===== src/rtl/boot_ctl_pkg.sv =====
// Shared definitions for the warm-boot controller: FSM encoding,
// register map, unlock key and CSR bit positions.
package boot_ctl_pkg;

  typedef enum logic [1:0] {
    ST_IDLE  = 2'd0,
    ST_ARMED = 2'd1,
    ST_FIRE  = 2'd2
  } boot_state_e;

  // Word addresses on the bus slot
  localparam logic [1:0] REG_CSR   = 2'd0;
  localparam logic [1:0] REG_DELAY = 2'd1;

  // Unlock key expected in CSR[15:8] on every software boot command
  localparam logic [7:0] BOOT_KEY = 8'hA5;

  // CSR field positions
  localparam int CSR_SEL_LSB    = 0;
  localparam int CSR_REQ_BIT    = 2;
  localparam int CSR_ARMED_BIT  = 2;
  localparam int CSR_FIRED_BIT  = 3;
  localparam int CSR_BTN_BIT    = 4;
  localparam int CSR_LP_BIT     = 5;
  localparam int CSR_KEY_LSB    = 8;

endpackage


===== src/rtl/wb_boot_ctl_debounce.sv =====
// Button conditioner: 2-FF synchronizer on the inverted (active-low) pad,
// then a stability counter that flips the output only after the
// synchronized level has disagreed with it for 2^DEB_W straight cycles.
module btn_debounce #(
  parameter int DEB_W = 16
) (
  input  logic clk,
  input  logic rst_n,
  input  logic pad,
  output logic val
);

  logic             sync1_q, sync2_q;
  logic             val_q;
  logic [DEB_W-1:0] cnt_q;

  // Synchronize the asynchronous pad; pressed (pad low) becomes 1
  // NOTE: sequential state uses non-blocking assignments so every flop
  // samples the pre-edge value of its source, making the 2-FF chain real.
  always_ff @(posedge clk or negedge rst_n) begin
    if (!rst_n) begin
      sync1_q <= 1'b0;
      sync2_q <= 1'b0;
    end else begin
      sync1_q <= ~pad;
      sync2_q <= sync1_q;
    end
  end

  // Count consecutive disagreeing cycles; any bounce back restarts the count
  always_ff @(posedge clk or negedge rst_n) begin
    if (!rst_n) begin
      cnt_q <= '0;
      val_q <= 1'b0;
    end else if (sync2_q == val_q) begin
      cnt_q <= '0;
    end else if (&cnt_q) begin
      cnt_q <= '0;
      val_q <= ~val_q;
    end else begin
      cnt_q <= cnt_q + 1'b1;
    end
  end

  assign val = val_q;

endmodule


===== src/rtl/wb_boot_ctl.sv =====
// Wishbone slot-0 warm-boot controller: keyed boot request with a
// programmable countdown, debounced button readback and (optionally)
// long-press auto-boot.
// Optional feature macro: BOOT_CTL_LONGPRESS_EN enables the long-press
// counter; without it FIRE is reachable only from software.
module wb_boot_ctl
  import boot_ctl_pkg::*;
#(
  parameter int         DW      = 32,
  parameter int         DELAY_W = 24,
  parameter int         DEB_W   = 16,
  parameter int         LP_W    = 24,
  parameter logic [1:0] LP_SEL  = 2'b01
) (
  input  logic          clk,
  input  logic          rst_n,
  input  logic [1:0]    wb_addr,
  output logic [DW-1:0] wb_rdata,
  input  logic [DW-1:0] wb_wdata,
  input  logic          wb_we,
  input  logic          wb_cyc,
  output logic          wb_ack,
  input  logic          btn_pad,
  output logic          btn_val,
  output logic          boot_now,
  output logic [1:0]    boot_sel
);

  boot_state_e        state_q, state_d;
  logic [DELAY_W-1:0] delay_q, cnt_q, cnt_d;
  logic [1:0]         sel_q, sel_d;
  logic               ack_q;
  logic [DW-1:0]      rdata_q, rdata_d;
  logic               btn_val_w;
  logic               lp_sat, lp_active;
  logic               armed, fired;
  logic               acc, wr_en, key_wr, wr_req;
  logic               unused_bits;

  btn_debounce #(.DEB_W(DEB_W)) u_debounce (
    .clk   (clk),
    .rst_n (rst_n),
    .pad   (btn_pad),
    .val   (btn_val_w)
  );

  // A new access is the first cycle of wb_cyc; FIRE locks out all writes
  assign acc    = wb_cyc & ~ack_q;
  assign wr_en  = acc & wb_we & (state_q != ST_FIRE);
  assign key_wr = wr_en && (wb_addr == REG_CSR) &&
                  (wb_wdata[CSR_KEY_LSB +: 8] == BOOT_KEY);
  assign wr_req = wb_wdata[CSR_REQ_BIT];

`ifdef BOOT_CTL_LONGPRESS_EN
  logic [LP_W-1:0] lp_cnt_q;

  // Long-press timer: runs while pressed, holds at all-ones, clears on release
  always_ff @(posedge clk or negedge rst_n) begin
    if (!rst_n)               lp_cnt_q <= '0;
    else if (!btn_val_w)      lp_cnt_q <= '0;
    else if (!(&lp_cnt_q))    lp_cnt_q <= lp_cnt_q + 1'b1;
  end

  assign lp_sat      = &lp_cnt_q;
  assign lp_active   = |lp_cnt_q;
  assign unused_bits = ^wb_wdata;
`else
  assign lp_sat      = 1'b0;
  assign lp_active   = 1'b0;
  assign unused_bits = ^wb_wdata ^ (^LP_SEL) ^ LP_W[0];
`endif

  // FSM state register
  always_ff @(posedge clk or negedge rst_n) begin
    if (!rst_n) state_q <= ST_IDLE;
    else        state_q <= state_d;
  end

  // FSM next state; long-press overrides any software command
  // NOTE: every always_comb output gets a default first so no path leaves
  // it unassigned, which would otherwise infer a latch.
  always_comb begin
    state_d = state_q;
    unique case (state_q)
      ST_IDLE:  if (key_wr && wr_req) state_d = ST_ARMED;
      ST_ARMED: begin
        if (key_wr)           state_d = wr_req ? ST_ARMED : ST_IDLE;
        else if (cnt_q == '0) state_d = ST_FIRE;
      end
      ST_FIRE:  state_d = ST_FIRE;
      default:  state_d = ST_IDLE;
    endcase
    if (lp_sat && (state_q != ST_FIRE)) state_d = ST_FIRE;
  end

  // FSM outputs
  always_comb begin
    armed    = (state_q == ST_ARMED);
    fired    = (state_q == ST_FIRE);
    boot_now = fired;
  end

  // Countdown and image select next values
  always_comb begin
    cnt_d = cnt_q;
    sel_d = sel_q;
    if (armed && (cnt_q != '0)) cnt_d = cnt_q - 1'b1;
    if (key_wr) begin
      sel_d = wb_wdata[CSR_SEL_LSB +: 2];
      if (wr_req) cnt_d = delay_q;
    end
    if (lp_sat && !fired) sel_d = LP_SEL;
  end

  // Datapath registers; DELAY writes only change the reload value
  always_ff @(posedge clk or negedge rst_n) begin
    if (!rst_n) begin
      cnt_q   <= '0;
      sel_q   <= 2'b00;
      delay_q <= '0;
    end else begin
      cnt_q <= cnt_d;
      sel_q <= sel_d;
      if (wr_en && (wb_addr == REG_DELAY)) delay_q <= wb_wdata[DELAY_W-1:0];
    end
  end

  // Read mux; data is presented only alongside ack
  always_comb begin
    rdata_d = '0;
    if (acc) begin
      if (wb_addr == REG_CSR) begin
        rdata_d[CSR_SEL_LSB +: 2] = sel_q;
        rdata_d[CSR_ARMED_BIT]    = armed;
        rdata_d[CSR_FIRED_BIT]    = fired;
        rdata_d[CSR_BTN_BIT]      = btn_val_w;
        rdata_d[CSR_LP_BIT]       = lp_active;
      end else if (wb_addr == REG_DELAY) begin
        rdata_d = DW'(armed ? cnt_q : delay_q);
      end
    end
  end

  // Single-wait-state acknowledge with registered read data
  always_ff @(posedge clk or negedge rst_n) begin
    if (!rst_n) begin
      ack_q   <= 1'b0;
      rdata_q <= '0;
    end else begin
      ack_q   <= acc;
      rdata_q <= rdata_d;
    end
  end

  assign wb_ack   = ack_q;
  assign wb_rdata = rdata_q;
  assign btn_val  = btn_val_w;
  assign boot_sel = sel_q;

endmodule


===== config.mk =====
export PLATFORM = sky130hd
export DESIGN_NAME = wb_boot_ctl
export DESIGN_NICKNAME = d
export VERILOG_FILES = /design/src/rtl/boot_ctl_pkg.sv /design/src/rtl/wb_boot_ctl_debounce.sv /design/src/rtl/wb_boot_ctl.sv
export SDC_FILE = /design/constraint.sdc
export NUM_CORES = 1
export LEC_CHECK = 0
export BUFFER_PORTS_ARGS = -buffer_cell sky130_fd_sc_hd__buf_2
export CAP_MARGIN = 20
export CORE_UTILIZATION = 35
export CTS_CLUSTER_SIZE = 30
export DETAILED_ROUTE_END_ITERATION = 7
export PLACE_DENSITY = 0.56
export SYNTH_ARGS = -nofsm -noshare
export SYNTH_HDL_FRONTEND = slang
export SYNTH_SLANG_ARGS = --single-unit

===== constraint.sdc =====
create_clock -name clk -period 2.3 [get_ports clk]
set_clock_uncertainty 0.1 [all_clocks]
set_input_delay 0.345 -clock clk [delete_from_list [all_inputs] [get_ports clk]]
set_output_delay 0.345 -clock clk [all_outputs]
set_load 0.05 [all_outputs]

==> reports/summary.log <==
INFO  outcome        run_status=complete, no violations
INFO  global_route   grt_max_degree=47
INFO  global_route   grtUsageTotal=16.19%
INFO  sta            post-route-period-util=93.68%
INFO  route          via_per_inst=4.798
INFO  sta            max_slew_vio_count=0
INFO  critical_path  cp-end-kind=register
INFO  route          routed_wl=9779um
INFO  floorplan      core=12,770um2
INFO  clocking       post_cts_resized=0
INFO  sta            unrepaired_setup_endpoints_after_global_routing=false
INFO  final_layout   finalNonFillerCells=689
INFO  clocking       cts_tree=yes
INFO  sta            setup-tns-final=0ns
INFO  sta            final_critical_path_setup_slack=0.1455ns
INFO  placement      portbufs=59
INFO  route          routed-via-count=3,306
INFO  final_layout   antenna_cells=0
INFO  final_layout   nets=555
INFO  sta            finalSetupViolations=0
INFO  route          number_of_iterations_in_the_first_detailed_routing_pass=4
INFO  sta            max_freq=464.1MHz
INFO  flow_run       max_cap_violations=0
INFO  power_and_ir_drop cell_area_power_density=626.1nW/um2
INFO  clocking       cts_htree_levels=3
INFO  min_path       min-delay-path-class=in -> reg
INFO  route          post-route-drc-count=0
INFO  route          postRouteAntennaNets=0
INFO  sta            slew_headroom=56.86%
INFO  placement      dp.cells=673
INFO  placement      placed_cell_area=5190um2
INFO  route          detailroute.wirelength.met2=4494um
INFO  logic_synthesis postSynth.asyncResetShare=100.0%
INFO  clocking       cts_post_setup_buffers_inserted=0
INFO  floorplan      start_util=36.25%
INFO  final_layout   final_cell_mix=sky130_fd_sc_hd__dfrtp_1 (96), sky130_fd_sc_hd__buf_2 (58), sky130_fd_sc_hd__nand2_1 (57), sky130_fd_sc_hd__nor2_1 (44), sky130_fd_sc_hd__a21oi_1 (41)
INFO  sta            timing.final.crit_period=2.155ns
INFO  power_and_ir_drop p_leak=2.464nW
INFO  power_and_ir_drop peakVddDrop=0.0002530V
INFO  global_route   first_global_vias=3,377
INFO  final_layout   layout.cells.most_common=sky130_fd_sc_hd__dfrtp_1
INFO  route          top_layer=met4
INFO  sta            final_hold_viol_count=0
INFO  global_route   grt_antenna_before_repair=0
INFO  clocking       cts_hold_fix_bufs=1
INFO  logic_synthesis synthDistinctLibCells=54
INFO  sta            worst_hold_slack=0.02934ns
INFO  critical_path  setup.worst_path.class=reg -> reg
INFO  final_layout   fillCellCount=1,254
INFO  logic_synthesis synth.cell_area=4631um2
INFO  clocking       cts_buffer_depth=2
INFO  global_route   grt_pass1_wl=16,780um
INFO  logic_synthesis ys_ff_latch=96
INFO  sta            worst_pin_slew=0.6422ns
INFO  logic_synthesis synth_warn=0
INFO  clocking       clkSlewWorstSetupHoldPaths=0.06ns
INFO  clocking       cts_num_sinks=96
INFO  clocking       cts_inserted_buffers=9
INFO  logic_synthesis synth_flop_cell=sky130_fd_sc_hd__dfrtp_1
INFO  critical_path  crit_arrival=2.29ns
INFO  clocking       root_buffer=sky130_fd_sc_hd__clkbuf_16
INFO  critical_path  start_kind=register
INFO  floorplan      boundaryPins=76
INFO  route          m1WireLength=4645um
INFO  placement      post-place-ws=0.07693ns
INFO  critical_path  required=2.43ns
INFO  logic_synthesis synthCells=439
INFO  floorplan      dieArea=13,690um2
INFO  floorplan      die_width=117.0um
INFO  final_layout   syn_to_final_growth=19.21%
INFO  placement      gp_congestion=0.7505
INFO  route          met3_length=466um
INFO  route          drtIter0Drc=121
INFO  logic_synthesis sequential_to_total_area_share_from_yosys_stat=51.88%
INFO  global_route   grt_remaining_overflow=0
INFO  logic_synthesis postSynthAreaPerCell=10.55um2
INFO  floorplan      core.rowCount=41
INFO  placement      dp.final_hpwl=6921um
INFO  final_layout   postLayoutCellArea=5520um2
INFO  route          route.detailed.wl_per_inst=14.19um
INFO  critical_path  critical_path.max_fanout=7
INFO  clocking       worstSkewPairLatency=0.35ns
INFO  floorplan      die_height=117.0um
INFO  final_layout   layout-drive-gt1-share=29.01%
INFO  logic_synthesis count_of_flip_flops_with_a_built_in_enable_after_synthesis=0
[layer usage]
metal	vias up	global-route usage, %
met5	-	0
met3	12	3.553
met2	62	25.64
met4	0	6.582
met1	1588	21.61
li1	1644	-
[power by group]
group / switching, W / internal (W) / total [W]
Clock: 0.000626 / 0.000975 / 0.00160
Combinational: 0.000108 / 0.0000433 / 0.000151
Sequential: 0.00000683 / 0.00170 / 0.00170
Total: 0.000741 / 0.00272 / 0.00346
[per-stage QoR]
step	power [W]	utilization, %
floorplan	0.001813	-
finish	0.003456	43.22
CTS	0.003513	43.22
global route	0.003597	43.22
detailed placement	0.001890	40.63
global placement	0.001888	40.63
[flip-flops by register name, indices dropped and copies added, names as in the netlist]
name / count
boot_sel: 2
cnt_q: 24
delay_q: 24
state_q: 2
u_debounce.cnt_q: 16
u_debounce.sync1_q: 1
u_debounce.sync2_q: 1
u_debounce.val: 1
wb_ack: 1
wb_rdata: 24
[cell type report]
class | instances | area (um2) | share of cell area [%]
inverter | 9 | 33.78 | 0.6120
tap | 172 | 215.2 | 3.898
clock buffer | 10 | 239.0 | 4.329
clock inverter | 5 | 81.33 | 1.473
multi-input combinational | 313 | 2036 | 36.88
sequential | 96 | 2402 | 43.52
timing repair buffer | 84 | 513.0 | 9.293
[logic make-up after synthesis]
group / share of synthesized area, %
multiplexers: 6.539
other: 0.08098
adder cells (fa/ha/maj): 0.8107
XOR/XNOR: 6.620
flip-flops: 51.88
AO/OA/AOI/OAI: 10.81
buffers and inverters: 4.728
AND/OR/NAND/NOR: 18.54
[cell usage after synthesis (3+ instances only)]
cell,count,area [um2]
sky130_fd_sc_hd__mux2_2,26,292.8
sky130_fd_sc_hd__a21o_1,3,22.52
sky130_fd_sc_hd__nor3_1,8,40.04
sky130_fd_sc_hd__a21oi_2,6,52.55
sky130_fd_sc_hd__dfrtp_1,96,2402
sky130_fd_sc_hd__buf_2,4,20.02
sky130_fd_sc_hd__nand2_1,57,214.0
sky130_fd_sc_hd__nand3_1,9,45.04
sky130_fd_sc_hd__and4_1,3,26.28
sky130_fd_sc_hd__nand3b_1,3,22.52
sky130_fd_sc_hd__xor2_1,10,87.58
sky130_fd_sc_hd__inv_1,8,30.03
sky130_fd_sc_hd__ha_1,3,37.54
sky130_fd_sc_hd__a311oi_1,4,35.03
sky130_fd_sc_hd__nor2_1,44,165.2
sky130_fd_sc_hd__nand4_1,5,31.28
sky130_fd_sc_hd__a21oi_1,41,205.2
sky130_fd_sc_hd__buf_6,6,67.56
sky130_fd_sc_hd__nor2_2,6,37.54
sky130_fd_sc_hd__nand2b_1,3,18.77
sky130_fd_sc_hd__nor4_1,6,37.54
sky130_fd_sc_hd__xnor2_1,25,219.0
sky130_fd_sc_hd__a211oi_1,4,30.03
sky130_fd_sc_hd__clkbuf_1,10,37.54
sky130_fd_sc_hd__buf_4,8,60.06
[worst max-delay path, cell delays in order (launching register included)]
cell and delay [ns]:
sky130_fd_sc_hd__dfrtp_1 0.49, sky130_fd_sc_hd__nor4b_4 0.52, sky130_fd_sc_hd__nand2_2 0.17, sky130_fd_sc_hd__or4b_1 0.51
sky130_fd_sc_hd__xor2_1 0.18, sky130_fd_sc_hd__a21oi_2 0.06
[path summary, 6_finish.rpt]
| kind | startpoint | end | slack (ns) | cells past startpoint |
|---|---|---|---|---|
| max | state_q[1]$_DFFE_PN0P_ | cnt_q[22]$_DFF_PN0_ | 0.15 | 5 |
| min | btn_pad | u_debounce.sync1_q$_DFF_PN0_ | 0.03 | 2 |
| max reg2reg | state_q[1]$_DFFE_PN0P_ | cnt_q[22]$_DFF_PN0_ | 0.15 | 5 |
| min reg2reg | u_debounce.sync1_q$_DFF_PN0_ | u_debounce.sync2_q$_DFF_PN0_ | 0.25 | 0 |
| max in group asynchronous | rst_n | u_debounce.cnt_q[15]$_DFF_PN0_ | 1.08 | 3 |
| min in group asynchronous | rst_n | delay_q[19]$_DFFE_PN0P_ | 0.43 | 2 |
(Power assumes the default switching activity.)
